[src/rtl/if_id_stage.sv]
// IF/ID pipeline register: captures instruction and PC+4, predecodes register fields,
// detects load-use hazards against the load in ID/EX, and counts stall/flush events.
module if_id_stage #(
  parameter int          CNT_W    = 16,
  parameter logic [31:0] NOP_WORD = 32'h0000_0000
) (
  input  logic             clk,
  input  logic             reset,
  input  logic [31:0]      instr_in,
  input  logic [31:0]      pc4_in,
  input  logic             hold_in,
  input  logic             redirect,
  input  logic             ex_memread,
  input  logic [4:0]       ex_rt,
  output logic [31:0]      instr_out,
  output logic [31:0]      pc4_out,
  output logic             valid_out,
  output logic [5:0]       opcode,
  output logic [4:0]       rs,
  output logic [4:0]       rt,
  output logic [4:0]       rd,
  output logic [5:0]       funct,
  output logic [15:0]      imm16,
  output logic             pc_write,
  output logic             id_bubble,
  output logic [CNT_W-1:0] stall_cnt,
  output logic [CNT_W-1:0] flush_cnt
);

  logic [31:0]      instr_q, instr_d;
  logic [31:0]      pc4_q, pc4_d;
  logic             valid_q, valid_d;
  logic [CNT_W-1:0] stall_cnt_q, stall_cnt_d;
  logic [CNT_W-1:0] flush_cnt_q, flush_cnt_d;
  logic             uses_rt;
  logic             hazard;

  function automatic logic [CNT_W-1:0] sat_inc(input logic [CNT_W-1:0] v);
    return (&v) ? v : v + CNT_W'(1);
  endfunction

  assign instr_out = instr_q;
  assign pc4_out   = pc4_q;
  assign valid_out = valid_q;
  assign stall_cnt = stall_cnt_q;
  assign flush_cnt = flush_cnt_q;

  assign opcode = instr_q[31:26];
  assign rs     = instr_q[25:21];
  assign rt     = instr_q[20:16];
  assign rd     = instr_q[15:11];
  assign funct  = instr_q[5:0];
  assign imm16  = instr_q[15:0];

  // Only R-type, beq and sw read rt as a source; loads/immediates write it.
  assign uses_rt = (opcode == 6'h00) || (opcode == 6'h04) || (opcode == 6'h2b);

  assign hazard = ex_memread && valid_q && (ex_rt != 5'd0) &&
                  ((ex_rt == rs) || ((ex_rt == rt) && uses_rt));

  assign pc_write  = ~(hazard & ~redirect) & ~(hold_in & ~redirect);
  assign id_bubble = (hazard & ~redirect) | ~valid_q;

  always_comb begin
    instr_d     = instr_q;
    pc4_d       = pc4_q;
    valid_d     = valid_q;
    stall_cnt_d = stall_cnt_q;
    flush_cnt_d = flush_cnt_q;
    if (redirect) begin
      instr_d     = NOP_WORD;
      valid_d     = 1'b0;
      pc4_d       = pc4_in;
      flush_cnt_d = sat_inc(flush_cnt_q);
    end else if (hazard) begin
      stall_cnt_d = sat_inc(stall_cnt_q);
    end else if (!hold_in) begin
      instr_d = instr_in;
      pc4_d   = pc4_in;
      valid_d = 1'b1;
    end
  end

  always_ff @(posedge clk) begin
    if (reset) begin
      instr_q     <= NOP_WORD;
      pc4_q       <= 32'h0;
      valid_q     <= 1'b0;
      stall_cnt_q <= '0;
      flush_cnt_q <= '0;
    end else begin
      instr_q     <= instr_d;
      pc4_q       <= pc4_d;
      valid_q     <= valid_d;
      stall_cnt_q <= stall_cnt_d;
      flush_cnt_q <= flush_cnt_d;
    end
  end

endmodule
[config.mk]
export PLATFORM = sky130hd
export DESIGN_NAME = if_id_stage
export DESIGN_NICKNAME = d
export VERILOG_FILES = /design/src/rtl/if_id_stage.sv
export SDC_FILE = /design/constraint.sdc
export NUM_CORES = 1
export LEC_CHECK = 0
export CAP_MARGIN = 10
export CORE_MARGIN = 5
export CORE_UTILIZATION = 40
export DETAILED_ROUTE_END_ITERATION = 7
export HOLD_SLACK_MARGIN = 0.03
export PLACE_DENSITY = 0.78
export SLEW_MARGIN = 10
export SYNTH_ARGS = -nofsm -noshare
export SYNTH_HDL_FRONTEND = slang
export SYNTH_SLANG_ARGS = --single-unit
[constraint.sdc]
create_clock -name clk -period 2.3 [get_ports clk]
set_input_delay 0.23 -clock clk [delete_from_list [all_inputs] [get_ports clk]]
set_output_delay 0.23 -clock clk [all_outputs]
set_load 0.02 [all_outputs]
==> results.toml, run 1 <==
[status]
status = "complete, no violations"

[layout]
multiInputGateArea_um2 = 1959
drive_above_1_share_pct = 9.259
fin_nets = 719
n_antenna_cell = 0
fin_area_um2 = 6694
num-fill-cells = 960
regArea_um2 = 1942
syn_to_final_growth_pct = 54.31

[power]
leakagePower_nw = 2.527
ir_drop_v = 0.0002665
power_mw = 3.684
power_density_nw_per_um2 = 550.4

[cts]
postCtsHoldBufs = 0
clkSinkCount = 97
post_cts_buffers = 0
cts_made_buffers = 9
clkTransAtPathRegs_ns = 0.09
cts_tree = "built"
insertion_delay_ns = 0.35
cts_max_level = 3
cts-root-buf = "clkbuf_8"
clockBufferDepth = 2

[critical_path]
cp-end-kind = "output pin"
critical_path_buf_inv_count = 2
arrival_ns = 1.96
crit_path_max_fanout = 3
cp_cell_sequence = "or4_1, o21ai_2, nand3_4, a311oi_4, inv_2, buf_2"
critical_path.top_delay_family = "simple AND/OR/NAND/NOR gates"
worst_path_max_delay_cell = "or4_1"
start_kind = "register"
path_class = "reg -> out"
slowest_delay_ns = 0.52
critPathRequiredTime_ns = 2.07

[hold_path]
hold_path_class = "in -> reg"

[synthesis]
synth_cell_type_count = 43
yosys.area.top_type = "dfxtp_1"
ys_warn_count = 0
muxShareOfSynthArea_pct = 16.01
synthAdderAreaFrac_pct = 0.5769
synthesis.instances = 453
syn_area_per_cell_um2 = 9.576
synth_nets = 529
seq_area_frac_synth_pct = 44.76
synth_top_family_by_area = "simple AND/OR/NAND/NOR gates"
syn_area_um2 = 4338
synth-xor-area-share_pct = 5.249
synth_seq_cells = 97
async_flop_share_pct = 0
synth_edf_count = 0
synth_area_leaders = "dfxtp_1, mux2i_1, buf_4"
synth-compound-area-share_pct = 5.855
synthTopCellsByCount = "dfxtp_1, nor2_1, mux2i_1"
synthFlopType = "dfxtp_1"
synthMostInstantiatedCell = "dfxtp_1"
synth_top_cell_area_share_pct = 44.76
synth-simple-area-share_pct = 17.05

[die]
initial_core_util_pct = 40.37
dieArea_um2 = 13030
rows = 38
fp.dieW_um = 114.1
core_um2 = 10750
ios = 216
die_y_um = 114.1

[route]
drc = 0
drt_iter0_drc = 169
wl_per_cell_um = 15.59
antenna_left = 0
avgViaCountPerCell = 4.854
vias = 3825
wl_mm = 12.28
firstDrtPassIters = 4

[grt]
grt_pass1_vias = 3811
antenna_found_initial = 0
overflow = 0
met2_usage_pct = 33.57
grt_util_met1_pct = 20.87
track_usage_pct = 18.17
grt_pass1_wl_mm = 19.09
use_met3_pct = 3.118
grt_max_degree = 69
grt_busiest_layer = "met2"

[placed_design]
place_congestion = 0.7890
portBuffers = 215
postPlaceCellArea_um2 = 6476
dp_hpwl_mm = 9.685

[timing]
finalCritPeriodShare_pct = 95.24
clock.fmax_mhz = 456.5
clock_skew_ns = 0.01320
fin_crit_ns = 2.191
finalHoldViolCount = 0
finalSetupViolCount = 0
finalMaxSlewViolations = 0
slew_headroom_pct = 54.37
worst_pin_slew_ns = 0.6844
rsz0062_at_grt = "false"

[run]
drv_cap = 0
[worst register-to-register path, stage by stage, from the launching register on]
cell and delay, ns:
dfxtp_1 0.32, or4_1 0.52, o21ai_2 0.11, nand3_4 0.11
a311oi_4 0.30, buf_8 0.33, mux2i_1 0.26, nor2_1 0.06
[sequential cells by signal, summed over array words and instances, names as in the netlist]
name	count
pc4_out	32
instr_out	32
stall_cnt	16
valid_out	1
flush_cnt	16
[metrics by stage]
stage	util, %	TNS [ns]	worst slack (ns)	cells	hold WS, ns
finish	62.30	0	0.1095	788	0.4769
global route	62.30	0	0.01322	788	0.4841
CTS	62.21	0	0.006212	788	0.4614
detailed placement	60.27	-16.63	-0.4056	772	0.4856
global placement	60.27	-12.70	-0.3331	772	0.4739
floorplan	-	0	0.1252	453	0.3259
[kinds of logic (layout without fill, tap and decap cells)]
group                    count (synthesis)  in the layout
AO/OA/AOI/OAI                           34             34
flip-flops                              97             97
multiplexers                            69             69
adder cells (fa/ha/maj)                  2              2
AND/OR/NAND/NOR                        156            156
XOR/XNOR                                26             26
buffers and inverters                   69            264
[cell usage in the layout, fill, tap and decap left out, types with 3 or more instances in the layout]
cell             instances
clkdlybuf4s50_1        212
mux2i_1                 66
nand4_1                 10
xnor2_1                  6
buf_4                   23
and3_1                   9
or3_1                    6
nand2_1                 10
nor2_1                  88
a21o_1                   4
dfxtp_1                 97
nand3_1                 12
and4_1                   3
inv_1                    5
clkinv_2                 3
nor2b_1                  3
clkbuf_8                 9
a21oi_1                 13
xor2_1                  20
buf_12                   3
o21ai_0                  5
[layout make-up]
| cell class | instances | area share, % |
|---|---|---|
| inverters | 6 | 0.3364 |
| clock inverters | 6 | 1.234 |
| clock buffers | 10 | 1.907 |
| multi-input cells | 287 | 29.27 |
| well taps | 140 | 2.617 |
| flip-flops and latches | 97 | 29.01 |
| repair buffers | 242 | 35.63 |
[repair_timing]
action                     in CTS  in global routing
gates resized for setup         7                  6
setup endpoints to repair      34                 22
pin swaps                       0                  1
cloned                          0                  0
[where the power goes]
part / switching, mW / internal [mW] / total (mW)
clock network: 0.569 / 0.608 / 1.18
logic: 0.324 / 0.389 / 0.712
registers: 0.0512 / 1.74 / 1.80
total: 0.944 / 2.74 / 3.68
[worst paths after layout]
path                                            startpoint                         end  slack, ns  depth (start not counted)
worst max register to register  instr_out[26]$_SDFFE_PP0P_     pc4_out[3]$_SDFFE_PP0P_       0.13                          7
worst max-delay path            instr_out[26]$_SDFFE_PP0P_                    pc_write       0.11                          6
worst min-delay path                          instr_in[26]  instr_out[26]$_SDFFE_PP0P_       0.48                          3
worst min register to register    pc4_out[16]$_SDFFE_PP0P_    pc4_out[16]$_SDFFE_PP0P_       0.50                          2
[metal layers]
layer / wire length (um) / up-vias
met5: 0 / -
li1: - / 1877
met4: 242 / 0
met1: 4865 / 1825
met3: 553 / 16
met2: 6621 / 107
No activity file was read; power rests on OpenSTA's default activity.
==> run 2: changes to the inputs <==
--- a/config.mk
+++ b/config.mk
@@ -5,12 +5,13 @@
 export SDC_FILE = /design/constraint.sdc
 export NUM_CORES = 1
 export LEC_CHECK = 0
+export ABC_AREA = 1
 export CAP_MARGIN = 10
 export CORE_MARGIN = 5
-export CORE_UTILIZATION = 40
+export CORE_UTILIZATION = 43
 export DETAILED_ROUTE_END_ITERATION = 7
 export HOLD_SLACK_MARGIN = 0.03
-export PLACE_DENSITY = 0.78
+export PLACE_DENSITY = 0.79
 export SLEW_MARGIN = 10
 export SYNTH_ARGS = -nofsm -noshare
 export SYNTH_HDL_FRONTEND = slang
==> results.toml, run 2 <==
[status]
status = "complete, no violations"

[die]
ios = 216
rows = 39
die_y_um = 117.6
dieArea_um2 = 13830
fp.dieW_um = 117.6
core_um2 = 11370
initial_core_util_pct = 43.78

[run]
drv_cap = 0

[route]
avgViaCountPerCell = 4.812
wl_per_cell_um = 14.06
wl_mm = 14.81
drc = 0
antenna_left = 0
firstDrtPassIters = 4
drt_iter0_drc = 353
vias = 5067

[synthesis]
synth_edf_count = 0
syn_area_um2 = 4977
ys_warn_count = 0
synthesis.instances = 734
async_flop_share_pct = 0
synth_area_leaders = "dfxtp_1, nor2_1, nand2_1"
synthMostInstantiatedCell = "nor2_1"
synth_seq_cells = 97
yosys.area.top_type = "dfxtp_1"
synthTopCellsByCount = "nor2_1, nand2_1, dfxtp_1"
seq_area_frac_synth_pct = 39.01
synth_cell_type_count = 32
synth_top_cell_area_share_pct = 39.01
synthFlopType = "dfxtp_1"
synth_nets = 810
syn_area_per_cell_um2 = 6.781

[timing]
worst_pin_slew_ns = 0.3814
clock_skew_ns = 0.01119
clock.fmax_mhz = 462.7
fin_ws_ns = 0.1387
finalSetupViolCount = 0
finalHoldViolCount = 0
whs_ns = 0.4338
rsz0062_at_grt = "false"
finalSetupTns_ns = 0
finalCritPeriodShare_pct = 93.97
fin_crit_ns = 2.161
finalMaxSlewViolations = 0
slew_headroom_pct = 74.49

[power]
ir_drop_v = 0.0003792
power_density_nw_per_um2 = 562.2
clkPwrFrac_pct = 38.4
p_int_mw = 3.060
power_frac_comb_pct = 17.7
p_sw_mw = 1.036
p_seq_share_pct = 43.9
power_mw = 4.096
leakagePower_nw = 3.015
p_sw_share_pct = 25.29

[layout]
n_antenna_cell = 0
num-fill-cells = 1069
syn_to_final_growth_pct = 46.38
fin_nets = 982
drive_above_1_share_pct = 5.055
final_cells = 1053
fin_area_um2 = 7286
post-route-util_pct = 64.08
mostFrequentLayoutCells = "clkdlybuf4s50_1, nor2_1, nand2_1"
final_common_cell = "clkdlybuf4s50_1"

[critical_path]
path_class = "reg -> out"
crit_path_max_fanout = 5
critical_path.top_delay_family = "simple AND/OR/NAND/NOR gates"
critPathMostFrequentCell = "nand2_1"
start_kind = "register"
critical_path_buf_inv_count = 2
worst_path_max_delay_cell = "dfxtp_1"
cp_cell_sequence = "nand2_1, inv_1, nand2_1, nand2_1, nand3_2, o21ai_4, nand2_2, nand2_4, nand2_4, dlygate4sd2_1"
cp-end-kind = "output pin"
critPathRequiredTime_ns = 2.07
slowest_delay_ns = 0.43
arrival_ns = 1.93

[placed_design]
place_congestion = 0.8868
postPlaceCellArea_um2 = 6979
dp_cells = 1038
portBuffers = 215
dp_hpwl_mm = 11.13
pre_cts_slack_ns = -0.1123

[grt]
track_usage_pct = 20.50
overflow = 0
grt_pass1_vias = 4730
grt_max_degree = 49
antenna_found_initial = 0
grt_pass1_wl_mm = 23.63

[cts]
clockBufferDepth = 2
insertion_delay_ns = 0.35
cts-root-buf = "clkbuf_16"
clkSinkCount = 97
cts_made_buffers = 9
clkTransAtPathRegs_ns = 0.07
cts_max_level = 3
post_cts_buffers = 0
postCtsHoldBufs = 0
cts_tree = "built"

[hold_path]
hold_path_class = "in -> reg"
==> run 2: cell count changes in the layout (fill, tap and decap cells not counted), sizes merged, moves of 7 or more <==
cell    delta
a21oi      +7
xor2      -16
nand4      +8
and3       -9
buf       -12
nor2      +97
nand2    +139
inv       +66
mux2i     -66
o21ai     +40
nand3b    +34
==> run 2: path summary, 6_finish.rpt <==
| path | from | to | slack, ns | depth (start not counted) |
|---|---|---|---|---|
| worst max-delay path | instr_out[27]$_SDFFE_PP0P_ | pc_write | 0.14 | 10 |
| worst min-delay path | instr_in[27] | instr_out[27]$_SDFFE_PP0P_ | 0.43 | 3 |
| worst max register to register | instr_out[27]$_SDFFE_PP0P_ | instr_out[5]$_SDFFE_PP0P_ | 0.31 | 12 |
| worst min register to register | pc4_out[13]$_SDFFE_PP0P_ | pc4_out[13]$_SDFFE_PP0P_ | 0.48 | 2 |
==> run 2: final cells by class <==
type | count | area [um2] | area share (%)
Multi-Input combinational cell | 493 | 2255 | 30.95
Timing Repair Buffer | 232 | 2327 | 31.94
Inverter | 73 | 274.0 | 3.761
Clock inverter | 6 | 83.83 | 1.151
Sequential cell | 97 | 1942 | 26.65
Clock buffer | 9 | 225.2 | 3.091
Tap cell | 143 | 178.9 | 2.456
==> run 2: logic make-up after synthesis <==
logic type | after synthesis | synth area share [%]
AOI/OAI and AO/OA | 69 | 7.315
xor gates and xnor gates | 5 | 0.8798
adders and majority gates | 2 | 0.5027
buffers and inverters | 144 | 15.74
DFF | 97 | 39.01
and+or+nand+nor | 417 | 36.55
==> run 2: worst min-delay path, stage by stage <==
cell and delay (ns):
clkdlybuf4s50_1 0.40, nand2_1 0.06, a21oi_1 0.05
==> run 2: timing repair <==
| item | CTS | global route |
|---|---|---|
| gates resized for setup | 2 | 0 |
| hold endpoints to repair | 0 | 0 |
| endpoints found under the setup margin | 2 | 0 |
==> run 2: power by group through the flow <==
stage | logic [mW] | clock network (mW) | registers (mW)
floorplan | 0.303 | 0 | 1.91
global placement | 0.722 | 0 | 1.83
detailed placement | 0.731 | 0 | 1.84
CTS | 0.734 | 1.61 | 1.80
global route | 0.781 | 1.67 | 1.81
finish | 0.726 | 1.57 | 1.80
==> run 2: layer usage <==
| layer | track usage (%) | part of all wire, % |
|---|---|---|
| met1 | 25.07 | 42 |
| met2 | 35.11 | 50 |
| met3 | 3.700 | 5.9 |
| met4 | 8.961 | 2.5 |
| met5 | 0 | 0 |
==> run 3: changes to the inputs <==
--- a/config.mk
+++ b/config.mk
@@ -10,7 +10,7 @@
 export CORE_MARGIN = 5
 export CORE_UTILIZATION = 43
 export DETAILED_ROUTE_END_ITERATION = 7
-export HOLD_SLACK_MARGIN = 0.03
+export HOLD_SLACK_MARGIN = 0.12
 export PLACE_DENSITY = 0.79
 export SLEW_MARGIN = 10
 export SYNTH_ARGS = -nofsm -noshare
==> results of run 3 <==
No change in the layout: final DEF, timing and power equal those of run 2.
